## src/rtl/ps2_kbd_pkg.sv

```systemverilog
// ps2_kbd_pkg
// Shared definitions for the PS/2 keyboard path: scancode constants for the
// break/extended prefixes and the modifier keys, the sequencer state
// encoding, and a modifier classification helper.
package ps2_kbd_pkg;

    localparam logic [7:0] SC_BREAK  = 8'hF0;
    localparam logic [7:0] SC_EXT    = 8'hE0;
    localparam logic [7:0] SC_LSHIFT = 8'h12;
    localparam logic [7:0] SC_RSHIFT = 8'h59;
    localparam logic [7:0] SC_CAPS   = 8'h58;
    localparam logic [7:0] SC_LANG   = 8'h0E;

    // Decode states (IDLE..EXT_BRK) followed by event states (ISSUE..CAPTURE)
    typedef enum logic [2:0] {
        ST_IDLE,
        ST_BRK,
        ST_EXT,
        ST_EXT_BRK,
        ST_ISSUE,
        ST_WAIT,
        ST_CAPTURE
    } seq_state_e;

    function automatic logic is_modifier(input logic [7:0] code);
        return (code == SC_LSHIFT) || (code == SC_RSHIFT) ||
               (code == SC_CAPS)   || (code == SC_LANG);
    endfunction

endpackage

```

## src/rtl/ps2_key_sequencer_char_fifo.sv

```systemverilog
// char_fifo
// Small synchronous FIFO with registered storage. A push while full is
// accepted only if a pop happens in the same cycle.
// Ports:
//   clk, reset         clock, asynchronous active-high reset
//   push, push_data    write request and data
//   pop                read request (ignored while empty)
//   head_data          current head entry (0 while empty)
//   full, empty        occupancy flags
module char_fifo #(
    parameter int unsigned DEPTH = 4,
    parameter int unsigned WIDTH = 8
) (
    input  logic             clk,
    input  logic             reset,
    input  logic             push,
    input  logic [WIDTH-1:0] push_data,
    input  logic             pop,
    output logic [WIDTH-1:0] head_data,
    output logic             full,
    output logic             empty
);

    localparam int unsigned AW = (DEPTH > 1) ? $clog2(DEPTH) : 1;

    logic [WIDTH-1:0] mem [DEPTH];
    logic [AW-1:0]    wr_ptr;
    logic [AW-1:0]    rd_ptr;
    logic [AW:0]      count;
    logic             do_push;
    logic             do_pop;

    assign empty     = (count == '0);
    assign full      = (count == (AW+1)'(DEPTH));
    assign do_pop    = pop && !empty;
    assign do_push   = push && (!full || do_pop);
    assign head_data = empty ? '0 : mem[rd_ptr];

    // Pointers wrap naturally since DEPTH is a power of two
    always_ff @(posedge clk or posedge reset) begin
        if (reset) begin
            wr_ptr <= '0;
            rd_ptr <= '0;
            count  <= '0;
        end else begin
            if (do_push) wr_ptr <= wr_ptr + 1'b1;
            if (do_pop)  rd_ptr <= rd_ptr + 1'b1;
            case ({do_push, do_pop})
                2'b10:   count <= count + 1'b1;
                2'b01:   count <= count - 1'b1;
                default: count <= count;
            endcase
        end
    end

    always_ff @(posedge clk) begin
        if (do_push) mem[wr_ptr] <= push_data;
    end

endmodule

```

## src/rtl/ps2_key_sequencer.sv

```systemverilog
// ps2_key_sequencer
// Decodes the raw PS/2 byte stream (make, F0 break, E0 extended) into single
// key events for the scancode-to-ASCII translator, holds each scancode
// through the translator latency, captures the ASCII result and queues
// printable characters in a FIFO.
// Ports:
//   clk, reset              clock, asynchronous active-high reset
//   rx_valid, rx_byte       raw byte strobe from the PS/2 receiver
//   scancode                to translator, stable for the whole event
//   push_down, push_up      one-cycle make/break pulses to translator
//   ascii_in                translator output
//   char_valid, char_data   FIFO non-empty flag and head character
//   char_ready              consumer pop request
//   overflow                one-cycle pulse when a byte or character is dropped
//   busy                    an event is being sequenced
// Build option: define KEY_REPEAT_EN to forward non-modifier typematic
// repeats as full make events; otherwise repeats are discarded in decode.
module ps2_key_sequencer
    import ps2_kbd_pkg::*;
#(
    parameter int unsigned FIFO_DEPTH    = 4,
    parameter int unsigned ASCII_LATENCY = 2
) (
    input  logic       clk,
    input  logic       reset,
    input  logic       rx_valid,
    input  logic [7:0] rx_byte,
    output logic [7:0] scancode,
    output logic       push_down,
    output logic       push_up,
    input  logic [7:0] ascii_in,
    output logic       char_valid,
    output logic [7:0] char_data,
    input  logic       char_ready,
    output logic       overflow,
    output logic       busy
);

    localparam int unsigned WAIT_W = $clog2(ASCII_LATENCY + 1);

    seq_state_e        state;
    logic [7:0]        held;
    logic [7:0]        pend_byte;
    logic              pend_valid;
    logic              ev_make;
    logic [WAIT_W-1:0] wait_cnt;

    logic              in_valid;
    logic [7:0]        in_byte;
    logic              is_repeat;
    logic              drop_make;
    logic              cap_push;
    logic              cap_drop;
    logic              fifo_full;
    logic              fifo_empty;

    // A buffered byte takes priority over a fresh one once decoding resumes
    assign in_valid  = !busy && (pend_valid || rx_valid);
    assign in_byte   = pend_valid ? pend_byte : rx_byte;
    assign is_repeat = (in_byte == held) && (held != '0);

`ifdef KEY_REPEAT_EN
    assign drop_make = is_repeat && is_modifier(in_byte);
`else
    assign drop_make = is_repeat;
`endif

    assign cap_push   = (state == ST_CAPTURE) && ev_make &&
                        !is_modifier(scancode) && (ascii_in != '0);
    assign cap_drop   = cap_push && fifo_full && !(char_valid && char_ready);
    assign char_valid = !fifo_empty;

    always_ff @(posedge clk or posedge reset) begin
        if (reset) begin
            state      <= ST_IDLE;
            scancode   <= '0;
            push_down  <= 1'b0;
            push_up    <= 1'b0;
            overflow   <= 1'b0;
            busy       <= 1'b0;
            held       <= '0;
            pend_byte  <= '0;
            pend_valid <= 1'b0;
            ev_make    <= 1'b0;
            wait_cnt   <= '0;
        end else begin
            push_down <= 1'b0;
            push_up   <= 1'b0;
            overflow  <= cap_drop;

            // Pending slot: fill while busy; while decoding it is consumed
            // this cycle and refilled by any byte arriving alongside.
            if (busy) begin
                if (rx_valid) begin
                    if (pend_valid) begin
                        overflow <= 1'b1;
                    end else begin
                        pend_valid <= 1'b1;
                        pend_byte  <= rx_byte;
                    end
                end
            end else if (pend_valid) begin
                pend_valid <= rx_valid;
                pend_byte  <= rx_byte;
            end

            case (state)
                ST_IDLE: begin
                    if (in_valid) begin
                        if (in_byte == SC_BREAK) begin
                            state <= ST_BRK;
                        end else if (in_byte == SC_EXT) begin
                            state <= ST_EXT;
                        end else if (!drop_make) begin
                            scancode  <= in_byte;
                            push_down <= 1'b1;
                            ev_make   <= 1'b1;
                            held      <= in_byte;
                            busy      <= 1'b1;
                            state     <= ST_ISSUE;
                        end
                    end
                end
                ST_BRK: begin
                    if (in_valid) begin
                        scancode <= in_byte;
                        push_up  <= 1'b1;
                        ev_make  <= 1'b0;
                        if (in_byte == held) held <= '0;
                        busy     <= 1'b1;
                        state    <= ST_ISSUE;
                    end
                end
                ST_EXT: begin
                    if (in_valid) state <= (in_byte == SC_BREAK) ? ST_EXT_BRK : ST_IDLE;
                end
                ST_EXT_BRK: begin
                    if (in_valid) state <= ST_IDLE;
                end
                ST_ISSUE: begin
                    if (ASCII_LATENCY > 1) begin
                        wait_cnt <= WAIT_W'(ASCII_LATENCY - 2);
                        state    <= ST_WAIT;
                    end else begin
                        state <= ST_CAPTURE;
                    end
                end
                ST_WAIT: begin
                    if (wait_cnt == '0) state <= ST_CAPTURE;
                    else                wait_cnt <= wait_cnt - 1'b1;
                end
                ST_CAPTURE: begin
                    busy  <= 1'b0;
                    state <= ST_IDLE;
                end
                default: state <= ST_IDLE;
            endcase
        end
    end

    char_fifo #(
        .DEPTH (FIFO_DEPTH),
        .WIDTH (8)
    ) u_fifo (
        .clk       (clk),
        .reset     (reset),
        .push      (cap_push),
        .push_data (ascii_in),
        .pop       (char_ready),
        .head_data (char_data),
        .full      (fifo_full),
        .empty     (fifo_empty)
    );

endmodule
```

## config.mk

```make
export PLATFORM = sky130hd
export DESIGN_NAME = ps2_key_sequencer
export DESIGN_NICKNAME = d
export VERILOG_FILES = /design/src/rtl/ps2_kbd_pkg.sv /design/src/rtl/ps2_key_sequencer_char_fifo.sv /design/src/rtl/ps2_key_sequencer.sv
export SDC_FILE = /design/constraint.sdc
export NUM_CORES = 1
export LEC_CHECK = 0
export CELL_PAD_IN_SITES_DETAIL_PLACEMENT = 1
export CELL_PAD_IN_SITES_GLOBAL_PLACEMENT = 2
export CORE_ASPECT_RATIO = 0.8
export CORE_MARGIN = 4
export CORE_UTILIZATION = 29
export CTS_BUF_LIST = sky130_fd_sc_hd__clkbuf_4 sky130_fd_sc_hd__clkbuf_8
export DETAILED_ROUTE_END_ITERATION = 12
export HOLD_SLACK_MARGIN = 0.03
export MAX_ROUTING_LAYER = met4
export PLACE_DENSITY = 0.7
export SETUP_SLACK_MARGIN = 0.3
export SYNTH_ARGS = -nofsm -noshare
export SYNTH_HDL_FRONTEND = slang
export SYNTH_SLANG_ARGS = --single-unit
```

## constraint.sdc

```tcl
create_clock -name clk -period 3 [get_ports clk]
set_clock_uncertainty 0.15 [all_clocks]
set_input_delay 0.75 -clock clk [delete_from_list [all_inputs] [get_ports clk]]
set_output_delay 0.75 -clock clk [all_outputs]
set_load 0.01 [all_outputs]
```

==> results of run 1 <==
-- path summary, 6_finish.rpt --
kind | from | endpoint
min in group asynchronous | reset | u_fifo.count[0]
worst min register to register | ev_make | ev_make
worst max register to register | pend_valid | scancode[4]
worst min-delay path | ev_make | ev_make
max in group asynchronous | reset | u_fifo.rd_ptr[0]
worst max-delay path | rx_byte[3] | scancode[4]
-- cell type report --
cell class	instances	area, um^2	area share
multi-input combinational	153	1380	0.2997
timing repair buffer	88	809.5	0.1758
sequential	74	2013	0.4372
tap	148	185.2	0.04022
clock buffer	9	123.9	0.02690
inverter	8	30.03	0.006522
clock inverter	7	62.56	0.01359
-- power by group --
| group | total, W | switching, W | internal, W |
|---|---|---|---|
| combinational | 0.00194 | 0.000828 | 0.00112 |
| sequential | 0.00165 | 0.000320 | 0.00133 |
| clock | 0.000741 | 0.000426 | 0.000315 |
| total | 0.00434 | 0.00157 | 0.00277 |
-- through the flow --
step,total power (W),hold WS [ns],TNS (ns),setup WS [ns],area (um^2)
floorplan,0.002685,0.2990,0,0.3759,3401
global placement,0.003442,0.3256,-2.540,-0.1810,4244
detailed placement,0.003503,0.3413,-5.577,-0.1861,4244
CTS,0.004308,0.3606,0,0.2545,4478
global route,0.004650,0.3685,0,0.2768,4604
finish,0.004341,0.3548,0,0.3243,4604
-- synthesized netlist by cell type (6+ instances only) --
master | n | area, um^2
sky130_fd_sc_hd__xnor2_1 | 7 | 61.31
sky130_fd_sc_hd__mux2_2 | 11 | 123.9
sky130_fd_sc_hd__o2bb2ai_1 | 6 | 52.55
sky130_fd_sc_hd__dfrtp_1 | 42 | 1051
sky130_fd_sc_hd__a21oi_1 | 13 | 65.06
sky130_fd_sc_hd__and2_1 | 12 | 75.07
sky130_fd_sc_hd__xor2_1 | 6 | 52.55
sky130_fd_sc_hd__mux4_2 | 8 | 180.2
sky130_fd_sc_hd__nor2_1 | 9 | 33.78
sky130_fd_sc_hd__a31oi_1 | 8 | 50.05
sky130_fd_sc_hd__o21ai_0 | 6 | 30.03
sky130_fd_sc_hd__inv_1 | 7 | 26.28
sky130_fd_sc_hd__edfxtp_1 | 32 | 960.9
-- registers in the layout (all words and copies together) (netlist names) --
name           count
state              3
push_down          1
overflow           1
u_fifo.mem        32
scancode           8
ev_make            1
pend_valid         1
u_fifo.rd_ptr      2
busy               1
u_fifo.count       3
u_fifo.wr_ptr      2
wait_cnt           2
pend_byte          8
push_up            1
held               8
-- routing by layer --
metal	global-route usage	wire length [um]	vias up
met5	-	0	-
met4	0.04273	114	0
met3	0.03219	257	7
met2	0.2019	3875	33
met1	0.1763	3917	1156
li1	-	-	1105
-- logic make-up after synthesis --
family                     after synthesis
DFF                                     74
buffers and inverters                   20
muxes                                   29
xor gates and xnor gates                13
and+or+nand+nor                         61
adders and majority gates                6
AOI/OAI and AO/OA                       44
-- what timing repair did --
item,in CTS,in global routing
buffers inserted,2,3
gates cloned,1,1
setup endpoints to repair,52,60
pin swaps,5,8
gates resized for setup,40,29
==> summary.md, run 1 <==
| Metric | Value |
|---|---|
| Starting density of the core | `0.2964` |
| Period utilization | `0.8919` |
| Chip width | `129.1 um` |
| Transition time at the pin with the least slew margin | `0.5580 ns` |
| Endpoints failing hold | `0` |
| Proportion of synthesized chip area in sequential cells | `0.5916` |
| Detail Route Antenna Nets | `0` |
| Yosys warning total | `0` |
| Count of antenna diodes in the layout | `0` |
| Top-level port count | `41` |
| Tmin final | `2.676 ns` |
| Fill count | `1,227` |
| H-tree depth reported by CTS | `3` |
| Share of final-layout standard cells stronger than drive strength 1 | `0.3451` |
| Max Root-Sink Buffers | `2` |
| Path depth of the worst reg2reg path | `7` |
| Power Dens Cells | `942.7 nW/um^2` |
| Overall track demand over capacity in global routing | `0.1332` |
| Post-layout utilization of the core | `0.4013` |
| Floorplan die height | `104.9 um` |
| Global-route wire length before repair | `13.46 mm` |
| Core region area | `11,470 um^2` |
| Estimated wirelength of the detail-placed design | `5.961 mm` |
| Number of standard cells in the final layout excluding fillers | `487` |
| Max-cap violations | `0` |
| Yosys cell types | `49` |
| Crit path depth | `7` |
| Required time worst endpoint | `3.09 ns` |
| Number of standard-cell rows in the floorplan | `35` |
| Synthesized flop and latch total | `74` |
| Routed vias/inst | `4.725` |
| Post-synthesis instance area | `3401 um^2` |
| Clock tree from TritonCTS | `done` |
| Slew margin rel. | `0.6280` |
| Combinational family with the most area after synthesis | `multiplexers` |
| Global route overflow | `0` |
| Number of max-slew violations in the final report | `0` |
| Mux share of post-synthesis cell area | `0.1255` |
| Post-synthesis adder-cell area fraction | `0.02428` |
| Result of the run | `complete, no violations` |
| Final net count | `360` |
| Buffer cell driving the clock tree root | `sky130_fd_sc_hd__clkbuf_8` |
| Kind of path behind the tightest hold check | `reg -> reg` |
| Via count | `2,301` |
| Fraction of synthesized cell area in xor and xnor cells | `0.03348` |
| Maximum cell stage delay along the critical path | `0.61 ns` |
| Final setup fails | `0` |
| Static power due to leakage | `1.847 nW` |
| Clock tree sinks | `74` |
| Mean post-synth cell area | `13.77 um^2` |
| Layout overhead on the synthesized area | `35.39%` |
| Maximum net fanout on the critical path | `4` |
| Max Fclk | `373.7 MHz` |
| Compound-cell area share of the yosys netlist | `0.08572` |
| Top delay family on crit path | `simple AND/OR/NAND/NOR gates` |
| Critical Path End Type | `flip-flop` |
| Clock latency of the later-clocked register in the worst-skew pair | `0.36 ns` |
| Count of buffers from port buffering | `40` |
| Flop2flop setup slack | `0.46 ns` |
| Remaining design rule violation count | `0` |
| Crit path max-delay cell type | `sky130_fd_sc_hd__or4_4` |
| Worst Setup Start Kind | `input port` |
| Predominant post-synthesis flop cell | `sky130_fd_sc_hd__dfrtp_1` |
| Number of synthesized flops with an enable pin | `32` |
| Number of antenna violations at the first check in global routing | `0` |
| Weighted congestion at the end of routability-driven global placement | `0.7450` |
| Die area | `13,530 um^2` |
| Commonest cells after routing, fill and taps aside | `sky130_fd_sc_hd__buf_4 (42), sky130_fd_sc_hd__dfrtp_1 (41), sky130_fd_sc_hd__edfxtp_1 (32), sky130_fd_sc_hd__clkdlybuf4s50_1 (22)` |
| Hold depth | `1` |
| Hold Buf Count CTS | `0` |
| Cell chain of the critical path | `clkdlybuf4s50_1, mux2i_4, xor2_1, nand4_1, or4_4, nand2_4, mux2_1` |
| Most common cell after layout, fill and taps aside | `sky130_fd_sc_hd__buf_4` |
| Simple logic cell fraction of the synthesized area | `0.1085` |
| Cell count after synthesis | `247` |
| RSZ-0062 raised after global routing | `no` |
| Clock transition at the registers of the reported paths | `0.08 ns` |
| WL final | `8.165 mm` |
| Placed cell count | `464` |
| Drt pass-1 iters | `4` |
| CP arrival | `2.77 ns` |
| Post-synth ARST share | `0.5676` |
| WL per Instance | `16.77 um` |
| Number of global-route vias before repair | `2,496` |
| Count of buffer and inverter cells on the critical path | `1` |
| Nets in the synthesized netlist | `273` |
| Initial detailed-routing violation count | `93` |
| Inserted Clock Buffers | `9` |
| Type of the setup path with the least slack | `in -> reg` |
| Largest net degree at the start of global routing | `43` |
| Worst voltage drop across the vdd grid | `347.0 uV` |
Power figures use the tool's default switching activity.
==> run 2, diff against run 1 <==
--- a/config.mk
+++ b/config.mk
@@ -11,10 +11,12 @@
 export CORE_MARGIN = 4
 export CORE_UTILIZATION = 29
 export CTS_BUF_LIST = sky130_fd_sc_hd__clkbuf_4 sky130_fd_sc_hd__clkbuf_8
+export CTS_CLUSTER_DIAMETER = 100
 export DETAILED_ROUTE_END_ITERATION = 12
 export HOLD_SLACK_MARGIN = 0.03
 export MAX_ROUTING_LAYER = met4
 export PLACE_DENSITY = 0.7
+export REMOVE_ABC_BUFFERS = 1
 export SETUP_SLACK_MARGIN = 0.3
 export SYNTH_ARGS = -nofsm -noshare
 export SYNTH_HDL_FRONTEND = slang
==> summary.md, run 2 (synthesized netlist as in run 1, its figures left out) <==
| Metric | Value |
|---|---|
| Chip width | `129.1 um` |
| Number of antenna violations at the first check in global routing | `0` |
| Endpoints failing hold | `0` |
| Period utilization | `0.8953` |
| Power Dens Cells | `982.8 nW/um^2` |
| Global-route wire length before repair | `13.72 mm` |
| Most common cell after layout, fill and taps aside | `sky130_fd_sc_hd__buf_4` |
| Buffer cell driving the clock tree root | `sky130_fd_sc_hd__clkbuf_8` |
| Hold Buf Count CTS | `0` |
| Count of antenna diodes in the layout | `0` |
| WL final | `8.249 mm` |
| Maximum net fanout on the critical path | `3` |
| Clock transition at the registers of the reported paths | `0.08 ns` |
| Slew margin rel. | `0.6187` |
| Worst setup path start | `ascii_in[6]` |
| Number of standard cells in the final layout excluding fillers | `492` |
| Register with the highest flop count | `u_fifo.mem` |
| Count of buffers from port buffering | `40` |
| Inserted Clock Buffers | `9` |
| Floorplan die height | `104.9 um` |
| RSZ-0062 raised after global routing | `yes` |
| Remaining design rule violation count | `0` |
| Clock tree sinks | `74` |
| Routed vias/inst | `4.722` |
| Worst Setup Start Kind | `input port` |
| Combined area of the multi-input logic cells | `1420 um^2` |
| Layout overhead on the synthesized area | `40.43%` |
| Sum of negative setup slack | `0 ns` |
| Result of the run | `complete, no violations` |
| Final setup fails | `0` |
| Combined flip-flop and latch cell area | `2014 um^2` |
| Commonest cells after routing, fill and taps aside | `sky130_fd_sc_hd__buf_4 (41), sky130_fd_sc_hd__dfrtp_1 (40), sky130_fd_sc_hd__edfxtp_1 (32), sky130_fd_sc_hd__clkdlybuf4s50_1 (27), sky130_fd_sc_hd__buf_6 (12)` |
| Hold depth | `1` |
| CP arrival | `2.78 ns` |
| Placed cell count | `461` |
| Type of the setup path with the least slack | `in -> reg` |
| Number of standard-cell rows in the floorplan | `35` |
| Die area | `13,530 um^2` |
| Tmin final | `2.686 ns` |
| Starting density of the core | `0.2964` |
| Required time worst endpoint | `3.09 ns` |
| H-tree depth reported by CTS | `3` |
| Largest net degree at the start of global routing | `43` |
| Via count | `2,323` |
| Core region area | `11,470 um^2` |
| Estimated wirelength of the detail-placed design | `5.814 mm` |
| Flip-flop count of the largest register, all copies and words added | `32` |
| Post-layout utilization of the core | `0.4162` |
| Number of global-route vias before repair | `2,496` |
| Max Fclk | `372.3 MHz` |
| Static power due to leakage | `1.891 nW` |
| Path depth of the worst reg2reg path | `7` |
| Clock latency of the later-clocked register in the worst-skew pair | `0.35 ns` |
| Drt pass-1 iters | `4` |
| WL per Instance | `16.77 um` |
| Top-level port count | `41` |
| Critical Path End Type | `flip-flop` |
| Fill count | `1,209` |
| Initial detailed-routing violation count | `66` |
| Global route overflow | `0` |
| Clock tree from TritonCTS | `done` |
| Share of final-layout standard cells stronger than drive strength 1 | `0.3866` |
| Critical R2R Launch | `pend_valid` |
| Transition time at the pin with the least slew margin | `0.5719 ns` |
| Worst Hold Launch | `u_fifo.count[2]` |
| Overall track demand over capacity in global routing | `0.1364` |
| Max-cap violations | `0` |
| Number of max-slew violations in the final report | `0` |
| Max Root-Sink Buffers | `2` |
| Worst voltage drop across the vdd grid | `315.1 uV` |
| Final net count | `365` |
| Kind of path behind the tightest hold check | `reg -> reg` |
| Weighted congestion at the end of routability-driven global placement | `0.7842` |
| Detail Route Antenna Nets | `0` |
run 2: worst paths after layout:
check | end | slack, ns
max | u_fifo.count[1] | 0.31
min | u_fifo.count[2] | 0.36
min in group asynchronous | u_fifo.count[2] | 0.70
max in group asynchronous | pend_valid | 1.56
max reg2reg | held[4] | 0.43
min reg2reg | u_fifo.count[2] | 0.36
run 2: report_power, final:
part,internal [W],switching (W)
clock network,0.000398,0.000415
logic,0.00133,0.000847
registers,0.00134,0.000372
run 2: repair_timing:
action                                  in CTS  in global routing
pin swaps                                    3                 15
gates cloned                                 1                  0
resized for setup                           45                 41
setup buffers                                7                  7
endpoints found under the setup margin      61                 31
run 2: layout make-up:
class | count | area share
clock buffers | 9 | 0.02594
clock inverters | 7 | 0.01729
inverters | 8 | 0.006288
multi-input cells | 153 | 0.2974
flip-flops and latches | 74 | 0.4218
well taps | 148 | 0.03877
repair buffers | 93 | 0.1926
run 2: critical path: stages:
cell and delay, ns:
sky130_fd_sc_hd__clkdlybuf4s50_1 0.44, sky130_fd_sc_hd__nor4_2 0.36, sky130_fd_sc_hd__buf_4 0.17, sky130_fd_sc_hd__a21oi_2 0.05, sky130_fd_sc_hd__and3_4 0.18, sky130_fd_sc_hd__nor2_2 0.16
sky130_fd_sc_hd__fa_1 0.41, sky130_fd_sc_hd__mux2_2 0.26
run 2: through the flow:
step	setup WS (ns)	total power, W	instance area, um^2	hold slack [ns]
floorplan	0.1132	0.002620	3326	0.2991
global route	0.2467	0.005017	4776	0.3845
detailed placement	-0.2950	0.003500	4247	0.3245
global placement	-0.2401	0.003446	4247	0.3157
CTS	0.2425	0.004440	4541	0.3513
finish	0.3140	0.004694	4776	0.3569
run 2: metal layers:
layer	routed length (um)	global-route usage	vias to the layer above
met2	3788	0.2012	43
met1	4008	0.1832	1148
met3	293	0.03424	11
met4	159	0.04798	0
met5	0	-	-
li1	-	-	1121
